$ cat src/rtl/vga_timing_pkg.sv
// vga_timing_pkg: shared types and constants for the VGA timing generator.
//   COORD_W         : width of the x/y coordinate outputs and internal counters.
//   COORD_MAX_TOTAL : largest total line/frame length representable in COORD_W bits.
//   phase_t         : phase of one timing axis (visible, front porch, sync, back porch).
package vga_timing_pkg;

  localparam int COORD_W         = 12;
  localparam int COORD_MAX_TOTAL = 1 << COORD_W;

  typedef enum logic [1:0] {
    ACTIVE = 2'd0,
    FP     = 2'd1,
    SYNC   = 2'd2,
    BP     = 2'd3
  } phase_t;

endpackage

$ cat src/rtl/vga_timing_axis.sv
// vga_timing_axis: one timing axis (horizontal or vertical) of the VGA generator.
// A position counter runs 0..TOTAL-1 and a phase FSM walks
// ACTIVE -> FP -> SYNC -> BP -> ACTIVE, leaving each phase on the advance cycle
// where the counter sits on that phase's last index.
// Ports:
//   pix_clk : pixel clock, rising edge
//   rst     : synchronous active-high reset (count 0, phase ACTIVE)
//   advance : step the counter and FSM this cycle
//   count   : current position
//   phase   : current phase
//   wrap    : count is on the last index (next advance wraps to 0)
module vga_timing_axis
  import vga_timing_pkg::*;
#(
  parameter int ACT_LEN  = 640,
  parameter int FP_LEN   = 16,
  parameter int SYNC_LEN = 96,
  parameter int BP_LEN   = 48
) (
  input  logic               pix_clk,
  input  logic               rst,
  input  logic               advance,
  output logic [COORD_W-1:0] count,
  output phase_t             phase,
  output logic               wrap
);

  localparam int TOTAL = ACT_LEN + FP_LEN + SYNC_LEN + BP_LEN;

  localparam logic [COORD_W-1:0] L_ACT  = COORD_W'(ACT_LEN - 1);
  localparam logic [COORD_W-1:0] L_FP   = COORD_W'(ACT_LEN + FP_LEN - 1);
  localparam logic [COORD_W-1:0] L_SYNC = COORD_W'(ACT_LEN + FP_LEN + SYNC_LEN - 1);
  localparam logic [COORD_W-1:0] L_BP   = COORD_W'(TOTAL - 1);

  if (TOTAL > COORD_MAX_TOTAL) begin : g_chk_total
    $error("vga_timing_axis: total length %0d exceeds %0d", TOTAL, COORD_MAX_TOTAL);
  end
  if (FP_LEN < 1 || SYNC_LEN < 1 || BP_LEN < 1) begin : g_chk_porch
    $error("vga_timing_axis: porch and sync lengths must all be at least 1");
  end

  logic [COORD_W-1:0] r_count;
  phase_t             r_phase;
  logic [COORD_W-1:0] w_count_nxt;
  phase_t             w_phase_nxt;
  logic               w_last;

  assign w_last = (r_count == L_BP);

  // State register
  always_ff @(posedge pix_clk) begin
    if (rst) begin
      r_count <= '0;
      r_phase <= ACTIVE;
    end else begin
      r_count <= w_count_nxt;
      r_phase <= w_phase_nxt;
    end
  end

  // Next state
  always_comb begin
    w_count_nxt = r_count;
    w_phase_nxt = r_phase;
    if (advance) begin
      w_count_nxt = w_last ? '0 : r_count + COORD_W'(1);
      unique case (r_phase)
        ACTIVE: if (r_count == L_ACT)  w_phase_nxt = FP;
        FP:     if (r_count == L_FP)   w_phase_nxt = SYNC;
        SYNC:   if (r_count == L_SYNC) w_phase_nxt = BP;
        BP:     if (w_last)            w_phase_nxt = ACTIVE;
        default:                       w_phase_nxt = ACTIVE;
      endcase
    end
  end

  // Outputs
  always_comb begin
    count = r_count;
    phase = r_phase;
    wrap  = w_last;
  end

endmodule

$ cat src/rtl/vga_timing_ctrl.sv
// vga_timing_ctrl: VGA sync/timing generator.
// Two vga_timing_axis instances (horizontal, vertical); the vertical axis steps
// only on enabled cycles where the horizontal axis wraps. All outputs are
// registered from the pre-increment counter/phase values and change only on
// enabled cycles (one enabled-cycle latency); the strobes are 0 when en is low.
// Optional feature macro: VGA_TIMING_FRAME_CNT_EN adds the frame_cnt output.
// Ports:
//   pix_clk     : pixel clock, rising edge
//   rst         : synchronous active-high reset
//   en          : pixel-advance enable
//   hsync/vsync : sync pulses, asserted level HSYNC_POL / VSYNC_POL
//   video_on    : current position is visible
//   x, y        : current horizontal / vertical count
//   line_start  : strobe, x == 0 on this enabled cycle
//   frame_start : strobe, x == 0 and y == 0 on this enabled cycle
//   frame_cnt   : frame_start pulse counter (only with VGA_TIMING_FRAME_CNT_EN)
module vga_timing_ctrl
  import vga_timing_pkg::*;
#(
  parameter int H_ACTIVE  = 640,
  parameter int H_FP      = 16,
  parameter int H_SYNC    = 96,
  parameter int H_BP      = 48,
  parameter int V_ACTIVE  = 480,
  parameter int V_FP      = 10,
  parameter int V_SYNC    = 2,
  parameter int V_BP      = 33,
  parameter bit HSYNC_POL = 1'b0,
  parameter bit VSYNC_POL = 1'b0
) (
  input  logic               pix_clk,
  input  logic               rst,
  input  logic               en,
  output logic               hsync,
  output logic               vsync,
  output logic               video_on,
  output logic [COORD_W-1:0] x,
  output logic [COORD_W-1:0] y,
  output logic               line_start,
  output logic               frame_start
`ifdef VGA_TIMING_FRAME_CNT_EN
  ,
  output logic [15:0]        frame_cnt
`endif
);

  logic [COORD_W-1:0] w_h_count, w_v_count;
  phase_t             w_h_phase, w_v_phase;
  logic               w_h_wrap, w_v_wrap, w_v_adv;

  logic [COORD_W-1:0] r_x, r_y;
  logic               r_hsync, r_vsync, r_video_on, r_line_start, r_frame_start;

  assign w_v_adv = en & w_h_wrap;

  vga_timing_axis #(
    .ACT_LEN (H_ACTIVE),
    .FP_LEN  (H_FP),
    .SYNC_LEN(H_SYNC),
    .BP_LEN  (H_BP)
  ) u_h_axis (
    .pix_clk(pix_clk),
    .rst    (rst),
    .advance(en),
    .count  (w_h_count),
    .phase  (w_h_phase),
    .wrap   (w_h_wrap)
  );

  vga_timing_axis #(
    .ACT_LEN (V_ACTIVE),
    .FP_LEN  (V_FP),
    .SYNC_LEN(V_SYNC),
    .BP_LEN  (V_BP)
  ) u_v_axis (
    .pix_clk(pix_clk),
    .rst    (rst),
    .advance(w_v_adv),
    .count  (w_v_count),
    .phase  (w_v_phase),
    .wrap   (w_v_wrap)
  );

  always_ff @(posedge pix_clk) begin
    if (rst) begin
      r_x           <= '0;
      r_y           <= '0;
      r_hsync       <= ~HSYNC_POL;
      r_vsync       <= ~VSYNC_POL;
      r_video_on    <= 1'b0;
      r_line_start  <= 1'b0;
      r_frame_start <= 1'b0;
    end else begin
      r_line_start  <= 1'b0;
      r_frame_start <= 1'b0;
      if (en) begin
        r_x           <= w_h_count;
        r_y           <= w_v_count;
        r_hsync       <= (w_h_phase == SYNC) ? HSYNC_POL : ~HSYNC_POL;
        r_vsync       <= (w_v_phase == SYNC) ? VSYNC_POL : ~VSYNC_POL;
        r_video_on    <= (w_h_phase == ACTIVE) && (w_v_phase == ACTIVE);
        r_line_start  <= (w_h_count == '0);
        r_frame_start <= (w_h_count == '0) && (w_v_count == '0);
      end
    end
  end

  assign hsync       = r_hsync;
  assign vsync       = r_vsync;
  assign video_on    = r_video_on;
  assign x           = r_x;
  assign y           = r_y;
  assign line_start  = r_line_start;
  assign frame_start = r_frame_start;

`ifdef VGA_TIMING_FRAME_CNT_EN
  logic [15:0] r_frame_cnt;

  // Counts each cycle on which the registered frame_start strobe is high.
  always_ff @(posedge pix_clk) begin
    if (rst) begin
      r_frame_cnt <= '0;
    end else if (r_frame_start) begin
      r_frame_cnt <= r_frame_cnt + 16'd1;
    end
  end

  assign frame_cnt = r_frame_cnt;
`endif

  // Both axes wrap only from their back porch, since every porch is non-empty.
  a_h_wrap_in_bp: assert property (@(posedge pix_clk) disable iff (rst) w_h_wrap |-> (w_h_phase == BP));
  a_v_wrap_in_bp: assert property (@(posedge pix_clk) disable iff (rst) w_v_wrap |-> (w_v_phase == BP));

endmodule

$ cat config.mk
export PLATFORM = sky130hd
export DESIGN_NAME = vga_timing_ctrl
export DESIGN_NICKNAME = d
export VERILOG_FILES = /design/src/rtl/vga_timing_pkg.sv /design/src/rtl/vga_timing_axis.sv /design/src/rtl/vga_timing_ctrl.sv
export SDC_FILE = /design/constraint.sdc
export NUM_CORES = 1
export LEC_CHECK = 0
export BUFFER_PORTS_ARGS = -buffer_cell sky130_fd_sc_hd__buf_2
export CAP_MARGIN = 40
export CORE_MARGIN = 2
export CORE_UTILIZATION = 52
export CTS_CLUSTER_DIAMETER = 120
export DETAILED_ROUTE_END_ITERATION = 16
export PLACE_DENSITY = 0.72
export REMOVE_ABC_BUFFERS = 1
export SLEW_MARGIN = 20
export SYNTH_ARGS = -nofsm -noshare
export SYNTH_HDL_FRONTEND = slang
export SYNTH_SLANG_ARGS = --single-unit
$ cat constraint.sdc
create_clock -name pix_clk -period 1.97 [get_ports pix_clk]
set_input_delay 0.0985 -clock pix_clk [delete_from_list [all_inputs] [get_ports pix_clk]]
set_output_delay 0.0985 -clock pix_clk [all_outputs]
set_load 0.02 [all_outputs]
==> results_dict.tcl <==
set metrics [dict create \
    run_status "completed" \
    core.rowCount 26 \
    grt_pass1_wl_mm 9.85 \
    synth-seq-cells 57 \
    worstReg2RegEnd "u_v_axis.phase[0]" \
    total_leakage_power_nw 1.39 \
    max-cap-violations 0 \
    reg2reg_from "u_v_axis.count[1]" \
    die_h_um 75.9 \
    overflow 0 \
    clock_buffer_depth 2 \
    first_global_vias 2122 \
    floorplan.initialDensity_pct 53.3 \
    max_freq_ghz 0.513 \
    gp_congestion 0.814 \
    route.detailed.wl_per_inst_um 13.7 \
    cts_max_level 3 \
    hold_path.class "input port to register" \
    skew_ns 0.00650 \
    post-cts-setup-buffers 0 \
    fillCellCount 416 \
    hold_viol_final 0 \
    final_cycle_share_pct 99.0 \
    finalNetCount 369 \
    reg2reg_setup_slack_ns 0.02 \
    drt_first_iter_violations 122 \
    p_per_area_mw_per_mm2 692 \
    die_x_um 75.9 \
    layout.cell_area.non_filler_mm2 0.00327 \
    vdd_drop_max_mv 0.435 \
    placed_cell_area_mm2 0.00303 \
    busiest_layer "met2" \
    maxSlewViolCount 0 \
    yosysUniqueCellTypes 44 \
    groute.layer.met3.usage_pct 7.98 \
    area_overhead_of_the_layout_relative_to_synthesis_pct 21.6 \
    critical_path_required_ns 2.24 \
    number_of_antenna_violations_at_the_first_check_in_global_routing 0 \
    fp.dieArea_mm2 0.00576 \
    firstDrtPassIters 4 \
    vias 2294 \
    drcViolationCount 0 \
    antenna_violating_nets_post_route 0 \
    min_path_cells 4 \
    slew_headroom_pct 63.1 \
    area_of_the_mapped_netlist_mm2 0.00269 \
    global_route.usage.total_pct 21.7 \
    tritoncts_clock_tree "yes" \
    grt_setup_unrepaired "true" \
    yosysSeqAreaShare_pct 42.4 \
    worst_hold_slack_ns 0.191 \
    final-setup-viol-count 0 \
    cts_inserted_buffers 9 \
    syn-instance-count 303 \
    drt-total-wl_mm 5.88 \
    clk_pin_slew_ns 0.06 \
    most_frequent_cells_in_the_layout "dfxtp_1 (55), nor2_1 (47), buf_2 (31)" \
    worstSetupStartpointType "register" \
    coreArea_mm2 0.00504 \
    detailedPlacementHpwl_mm 3.93 \
    worst_slew_pin_slew_ns 0.554 \
    drt-vias-per-instance 5.36 \
    syn-mean-instance-area_um2 8.87 \
    numClockSinks 57 \
    hp-start "rst" \
    end_kind "register" \
    boundary_pin_count 32 \
    final_common_cell "dfxtp_1" \
    fraction_of_final_layout_cells_sized_beyond_drive_strength_1_pct 24.3 \
    cp.arrival_ns 2.22 \
    period_needed_ns 1.95 \
    num_antenna_cells 0 \
    ys_warn_count 0 \
    clock_latency_ns 0.35 \
    worstHoldEndpoint "u_v_axis.count[0]" \
    gr-usage-met1_pct 29.5 \
    cts_root_buffer "clkbuf_8" \
    port_buffers 31 \
    reg2regPathDepth 7 \
    met2_usage_pct 30.9 \
    worst-setup-path-type "register to register" \
    grt_start_max_net_pins 30 \
    path_max_fanout 3 \
]
-- kinds of logic (layout without fill, tap and decap cells) --
group                    count (synthesis)  after routing  share of synthesized area, %
AND/OR/NAND/NOR                        121            121                          22.6
flip-flops                              57             57                          42.4
AO/OA/AOI/OAI                           45             45                          10.7
buffers and inverters                   30             85                          4.93
multiplexers                            27             27                          10.1
adder cells (fa/ha/maj)                 13             13                          6.05
XOR/XNOR                                10             10                          3.26
-- sequential cells by signal (all words and copies together), names as in the netlist, 2 cells and up --
register,cells
u_h_axis.count,12
u_v_axis.count,12
x,12
y,12
u_h_axis.phase,2
u_v_axis.phase,2
-- how the worst max path moves through the flow --
| stage | endpoint | cells after the start | startpoint | slack [ns] |
|---|---|---|---|---|
| floorplan | u_v_axis.count[2] | 7 | u_v_axis.count[1] | -0.43 |
| global placement | u_v_axis.count[4] | 5 | u_h_axis.count[5] | 0.06 |
| detailed placement | u_v_axis.count[6] | 8 | u_v_axis.count[1] | 0.0002 |
| CTS | u_v_axis.phase[0] | 7 | u_v_axis.count[1] | 0.03 |
| global route | u_v_axis.phase[0] | 5 | u_h_axis.count[5] | -0.06 |
| finish | u_v_axis.phase[0] | 7 | u_v_axis.count[1] | 0.02 |
-- Yosys cell counts (all sizes together) --
library cell / instances / area share [%]
nand3: 14 / 2.6
nor4: 3 / 1.3
nor2: 47 / 6.6
and3: 5 / 1.3
a21oi: 8 / 1.5
nor3b: 1 / 0.70
a221oi: 1 / 0.56
a31oi: 3 / 0.70
o31a: 1 / 0.33
nor2b: 3 / 0.70
o21ai: 16 / 3.0
o41ai: 3 / 0.98
and2: 1 / 0.23
a211oi: 1 / 0.28
or4b: 2 / 0.74
nand4bb: 1 / 0.42
or3: 1 / 0.23
a41oi: 1 / 0.33
buf: 8 / 1.8
xor2: 6 / 2.0
nand3b: 1 / 0.28
o31ai: 9 / 2.5
nor4b: 1 / 0.33
nand2b: 4 / 0.93
inv: 12 / 1.7
or2: 1 / 0.23
nor3: 4 / 0.74
nand4: 3 / 0.70
dfxtp: 57 / 42
nand2: 26 / 3.6
o2bb2ai: 1 / 0.33
nand4b: 1 / 0.33
o22ai: 1 / 0.23
ha: 13 / 6.0
clkbuf: 10 / 1.5
xnor2: 4 / 1.3
mux2i: 27 / 10
or4: 2 / 0.70
-- stage by stage --
stage / util [%] / total power [mW] / worst slack (ns) / instances / setup TNS (ns)
after floorplan: - / 1.25 / -0.430 / 285 / -4.75
after global placement: 60.1 / 1.31 / 0.0577 / 411 / 0
after detailed placement: 60.1 / 1.31 / 0.000224 / 411 / 0
after CTS: 63.8 / 2.27 / 0.0338 / 427 / 0
after global routing: 64.8 / 2.35 / -0.0646 / 428 / -0.169
final: 64.8 / 2.26 / 0.0203 / 428 / 0
-- area by class of cell --
cell class / count / area, µm² / area share, %
tap: 70 / 87.6 / 2.68
inverter: 12 / 45.0 / 1.38
timing repair buffer: 57 / 358 / 10.9
sequential: 57 / 1140 / 35.0
clock buffer: 13 / 159 / 4.86
multi-input combinational: 216 / 1460 / 44.7
clock inverter: 3 / 15.0 / 0.459
-- power breakdown --
group / total [mW] / internal, mW / switching [mW]
sequential: 1.17 / 1.16 / 0.00423
clock: 0.974 / 0.519 / 0.455
combinational: 0.121 / 0.0463 / 0.0745
-- repair_timing --
item                                    CTS  global route
cloned                                    0             1
endpoints found under the setup margin   10            11
gates resized for setup                   3            15
hold buffers                              0             0
pin swaps                                 0             2
-- worst max-delay path: stages (launching register included) --
cell and delay, ns:
dfxtp_1 0.32, inv_2 0.05, ha_1 0.13, or4b_4 0.51
o31ai_4 0.19, nand4_1 0.14, a221oi_2 0.31, mux2i_1 0.22
-- metal layers --
layer  wire length (µm)  vias up
li1                   -     1149
met1               2890     1070
met2               2550       63
met3                322       12
met4                112        0
met5                  0        -
Note: power is estimated with default switching activity, not from simulation.
